--- config.mk ---
export PLATFORM = sky130hd
export DESIGN_NAME = hit_judge
export DESIGN_NICKNAME = d
export VERILOG_FILES = /design/src/rtl/hit_judge.sv
export SDC_FILE = /design/constraint.sdc
export NUM_CORES = 1
export LEC_CHECK = 0
export BUFFER_PORTS_ARGS = -buffer_cell sky130_fd_sc_hd__buf_2
export CAP_MARGIN = 20
export CORE_MARGIN = 2
export CORE_UTILIZATION = 40
export CTS_CLUSTER_DIAMETER = 120
export DETAILED_ROUTE_END_ITERATION = 10
export PLACE_DENSITY_LB_ADDON = 0.1
export SKIP_LAST_GASP = 1
export SLEW_MARGIN = 15
export SYNTH_ARGS = -nofsm -noshare
export SYNTH_HDL_FRONTEND = slang
export SYNTH_SLANG_ARGS = --single-unit
--- constraint.sdc ---
create_clock -name clk -period 3.6 [get_ports clk]
set_input_delay 0.72 -clock clk [delete_from_list [all_inputs] [get_ports clk]]
set_output_delay 0.72 -clock clk [all_outputs]
set_load 0.005 [all_outputs]
--- src/rtl/hit_judge.sv ---
`default_nettype none
// ============================================================================
// Module      : hit_judge
// Description : Scoring engine for the whack-a-mole game. Judges each lit
//               window as a hit or a miss, keeps point / miss / round
//               counters for the HEX displays, and raises game_over on the
//               round limit or, in deathmatch mode, on the first miss.
//
// Optional feature macro:
//   WAM_WRONG_KEY_PENALTY_EN - when defined, a non-matching key press in an
//                              open window counts as a miss and closes it.
//                              When undefined, wrong keys are ignored.
//
// Ports:
//   clk           system clock
//   reset         synchronous, active-high; clears all state
//   start         game enable level
//   light_valid   pulse: new light lit at light_pos
//   light_pos     lit LED position (sampled with light_valid)
//   light_expire  pulse: current light's on-time ended
//   key_valid     pulse: debounced key press
//   key           key code (sampled with key_valid)
//   max_hits      rounds per game, 0 = unlimited
//   deathmatch    1 = first miss ends the game
//   points        hits this game (saturating)
//   misses        misses this game (saturating)
//   rounds        judged windows this game (saturating)
//   hit / miss    one-cycle judgment pulses
//   armed         high while a light window is open
//   game_over     high while the game is over
//
// Revision    : 1.0 - initial release
// ============================================================================
module hit_judge #(
    parameter int CNT_W = 7
) (
    input  logic             clk,
    input  logic             reset,
    input  logic             start,
    input  logic             light_valid,
    input  logic [3:0]       light_pos,
    input  logic             light_expire,
    input  logic             key_valid,
    input  logic [3:0]       key,
    input  logic [CNT_W-1:0] max_hits,
    input  logic             deathmatch,
    output logic [CNT_W-1:0] points,
    output logic [CNT_W-1:0] misses,
    output logic [CNT_W-1:0] rounds,
    output logic             hit,
    output logic             miss,
    output logic             armed,
    output logic             game_over
);

    typedef enum logic [1:0] {
        S_IDLE  = 2'd0,
        S_WAIT  = 2'd1,
        S_ARMED = 2'd2,
        S_OVER  = 2'd3
    } state_t;

    localparam logic [CNT_W-1:0] c_CNT_MAX = {CNT_W{1'b1}};
    localparam logic [CNT_W-1:0] c_CNT_ONE = {{(CNT_W-1){1'b0}}, 1'b1};

    state_t           r_state;
    state_t           w_state_next;
    logic [3:0]       r_target;
    logic [3:0]       w_target_next;
    logic [CNT_W-1:0] r_points;
    logic [CNT_W-1:0] r_misses;
    logic [CNT_W-1:0] r_rounds;
    logic             r_hit;
    logic             r_miss;

    logic             w_judge_hit;
    logic             w_judge_miss;
    logic             w_retarget;
    logic             w_clear;
    logic [CNT_W-1:0] w_rounds_inc;
    logic             w_game_end;

    // Counters stick at all-ones instead of wrapping back to zero.
    function automatic logic [CNT_W-1:0] sat_inc(input logic [CNT_W-1:0] v);
        return (v == c_CNT_MAX) ? v : (v + c_CNT_ONE);
    endfunction

    assign w_rounds_inc = sat_inc(r_rounds);

    // -------------------------------------------------------------------------
    // Next-state / judgment logic
    // -------------------------------------------------------------------------
    always_comb begin
        w_state_next  = r_state;
        w_target_next = r_target;
        w_judge_hit   = 1'b0;
        w_judge_miss  = 1'b0;
        w_retarget    = 1'b0;
        w_clear       = 1'b0;

        case (r_state)
            S_IDLE: begin
                if (start) begin
                    w_clear      = 1'b1;
                    w_state_next = S_WAIT;
                end
            end

            S_WAIT: begin
                if (!start) begin
                    w_state_next = S_IDLE;
                end else if (light_valid) begin
                    w_target_next = light_pos;
                    w_state_next  = S_ARMED;
                end
            end

            S_ARMED: begin
                // Dropping start abandons the window without judging it.
                if (!start) begin
                    w_state_next = S_IDLE;
                end else if (key_valid && (key == r_target)) begin
                    // A matching key beats a simultaneous expiry.
                    w_judge_hit = 1'b1;
`ifdef WAM_WRONG_KEY_PENALTY_EN
                end else if (key_valid) begin
                    w_judge_miss = 1'b1;
`endif
                end else if (light_expire) begin
                    w_judge_miss = 1'b1;
                end else if (light_valid) begin
                    // New light before expiry: old window is a miss, the
                    // new one opens immediately.
                    w_judge_miss  = 1'b1;
                    w_retarget    = 1'b1;
                    w_target_next = light_pos;
                end
            end

            S_OVER: begin
                if (!start) begin
                    w_state_next = S_IDLE;
                end
            end

            default: begin
                w_state_next = S_IDLE;
            end
        endcase

        if (w_judge_hit || w_judge_miss) begin
            if (w_game_end) begin
                w_state_next = S_OVER;
            end else if (w_retarget) begin
                w_state_next = S_ARMED;
            end else begin
                w_state_next = S_WAIT;
            end
        end
    end

    // Game ends on the round limit (checked against the post-update count)
    // or on any miss in deathmatch.
    assign w_game_end = ((max_hits != '0) && (w_rounds_inc == max_hits)) ||
                        (deathmatch && w_judge_miss);

    // -------------------------------------------------------------------------
    // State and counter registers
    // -------------------------------------------------------------------------
    always_ff @(posedge clk) begin
        if (reset) begin
            r_state  <= S_IDLE;
            r_target <= 4'd0;
            r_points <= '0;
            r_misses <= '0;
            r_rounds <= '0;
            r_hit    <= 1'b0;
            r_miss   <= 1'b0;
        end else begin
            r_state  <= w_state_next;
            r_target <= w_target_next;
            r_hit    <= w_judge_hit;
            r_miss   <= w_judge_miss;
            if (w_clear) begin
                r_points <= '0;
                r_misses <= '0;
                r_rounds <= '0;
            end else begin
                if (w_judge_hit) begin
                    r_points <= sat_inc(r_points);
                end
                if (w_judge_miss) begin
                    r_misses <= sat_inc(r_misses);
                end
                if (w_judge_hit || w_judge_miss) begin
                    r_rounds <= w_rounds_inc;
                end
            end
        end
    end

    assign points    = r_points;
    assign misses    = r_misses;
    assign rounds    = r_rounds;
    assign hit       = r_hit;
    assign miss      = r_miss;
    assign armed     = (r_state == S_ARMED);
    assign game_over = (r_state == S_OVER);

endmodule
`default_nettype wire
==> reports/results.txt <==
Fmax - 0.417 GHz
Seq cells post-synth - 29
RSZ-0062 raised after global routing - false
Die footprint - 4640 µm²
Area post-placement - 1930 µm²
Crit Path Category - reg2reg
CP Capture Type - register
Synth Cell Area - 1640 µm²
Clock sinks - 29
DR vias - 1486
Setup Skew - 0.00554 ns
Hold Path Class - reg2reg
Largest net degree at the start of global routing - 22
Tot Pwr - 0.000729 W
HPWL Detailed - 2.70 mm
VDD IR-drop max - 186 µV
Post-route cell area - 2040 µm²
Port Buffer Count - 46
Diode count - 0
Max clock buf depth - 2
Fin. Hold Viols - 0
Unique masters post-synth - 42
Initial Util - 41.4%
Ys flop type - dfxtp_1
Clk_lat worst skew - 0.28 ns
Final WS setup - 1.20 ns
Fraction of registers with async set/reset - 0%
Postcts setup bufs - 0
Final setup viols - 0
Routed wire length - 3.61 mm
Worst-path clk slew - 0.07 ns
Root buffer cell - clkbuf_8
Syn nets - 209
Worst Setup Start Kind - register
Chip height - 68.1 µm
Final net count - 258
Final global-route overflow total - 0
Fraction of layout cells with a size suffix above 1 - 29.5%
Vias/cell - 5.23
Io pins - 47
Worst Hold Margin - 0.508 ns
Leak Pwr - 0.857 nW
CTS tree - done
Core area - 3970 µm²
Syn avg cell area - 8.93 µm²
Pwr dens - 357 nW/µm²
Vias in the first global route - 1295
Min Tclk post-route - 2.40 ns
Required time of the critical path - 3.77 ns
Measured slew at the worst slew-check pin - 0.666 ns
Place WS - 1.19 ns
GRT Overall Usage - 16.6%
Status - complete, no violations
H-tree levels - 2
Slew Limit Fails - 0
CTS hold repair buffers - 0
Register area share after synthesis - 35.3%
Post-route DRC - 0
Post-route ant nets - 0
Total negative slack - 0 ns
Cells after Synth - 184
Yosys Warn Count - 0
DR WL/cell - 12.7 µm
Routability cong. - 0.755
Post-CTS Resized - 0
TritonCTS Buffers - 5
Die width - 68.1 µm
Crit path arrival time - 2.57 ns
Initial antenna violation count - 0
DRT Pass-1 Iters - 4
FP Rows - 23
Fin crit share - 66.7%
DRT iter0 DRCs - 70
Max-capacitance violation count - 0
Max transition margin - 55.4%
Crit Path Max Fanout - 7
First-pass GRT wire length - 5.75 mm
Area Growth Syn to Fin - 24.4%
Post-synth EDFFs - 0
-- state kept, by name, summed over array words and instances, names as in the netlist --
register  flops
r_state       2
hit           1
rounds        7
r_target      4
misses        7
points        7
miss          1
-- power breakdown --
part / switching [W] / total (W) / internal [W]
combinational: 0.0000299 / 0.0000539 / 0.0000240
clock: 0.000123 / 0.000349 / 0.000225
sequential: 0.00000306 / 0.000326 / 0.000323
total: 0.000156 / 0.000729 / 0.000572
-- cell usage after synthesis, drive strengths merged, types with 3 or more instances --
cell type | n | area share [%]
mux2i | 10 | 6.1
nand3 | 8 | 3.0
a221oi | 3 | 2.0
clkbuf | 3 | 0.69
or3 | 3 | 1.1
o21ai | 5 | 1.5
nor2 | 30 | 7.0
o211ai | 3 | 1.4
nor3 | 7 | 2.1
inv | 5 | 1.1
xor2 | 10 | 5.3
dfxtp | 29 | 35
xnor2 | 11 | 5.9
nand4 | 4 | 1.5
nand2 | 9 | 2.1
nand2b | 3 | 1.1
ha | 3 | 2.3
and3 | 6 | 2.4
a21oi | 12 | 4.1
-- layout by cell type, fill, tap and decap left out, drive strengths merged, types with 4 or more instances in the layout --
master   n
a21oi   12
and3     6
buf     47
clkbuf   7
dfxtp   29
inv      5
mux2i   10
nand2    9
nand3    8
nand4    4
nor2    30
nor3     7
o21ai    5
xnor2   11
xor2    10
-- final timing paths --
path / start / endpoint / slack [ns] / cells past startpoint
max reg2reg: rounds[0]$_SDFFE_PP0N_ / r_state[1]$_SDFFE_PP0P_ / 1.20 / 7
min: misses[4]$_SDFFE_PP0P_ / misses[4]$_SDFFE_PP0P_ / 0.51 / 2
min reg2reg: misses[4]$_SDFFE_PP0P_ / misses[4]$_SDFFE_PP0P_ / 0.51 / 2
max: rounds[0]$_SDFFE_PP0N_ / r_state[1]$_SDFFE_PP0P_ / 1.20 / 7
-- cells by family (layout without fill, tap and decap cells) --
| logic type | count (synthesis) | after routing | share of synthesized area [%] |
|---|---|---|---|
| buf+inv | 10 | 60 | 2.44 |
| xor+xnor | 21 | 21 | 11.2 |
| simple gates | 75 | 75 | 23.2 |
| mux | 11 | 11 | 7.01 |
| compound gates | 35 | 35 | 18.5 |
| fa+ha+maj | 3 | 3 | 2.29 |
| flops | 29 | 29 | 35.3 |
-- through the flow --
| step | utilization, % | std cells |
|---|---|---|
| floorplan | - | 184 |
| global placement | 48.5 | 276 |
| detailed placement | 48.5 | 276 |
| CTS | 51.4 | 284 |
| global route | 51.4 | 284 |
| finish | 51.4 | 284 |
-- cell type report --
type	instances	area (µm²)
clock buffers	7	86.3
clock inverters	1	30.0
fillers	407	1930
inverters	5	18.8
multi-input cells	145	1030
flip-flops and latches	29	581
well taps	50	62.6
repair buffers	47	238
-- worst max-delay path: stages, from the launching register on --
cell and delay [ns]:
dfxtp_1 0.46, ha_1 0.35, nand3_2 0.14, o2111ai_2 0.27, mux2_4 0.33, a221oi_2 0.17, o211ai_1 0.17, a2111oi_2 0.39
-- routing by layer --
layer  vias to the layer above  global-route usage [%]  wire (µm)
met5                         -                       0          0
met4                         0                    5.25         44
met3                         6                    6.09        227
met2                        38                    25.5       1610
met1                       684                    21.5       1720
li1                        758                       -          -
No activity file was read; power rests on OpenSTA's default activity.
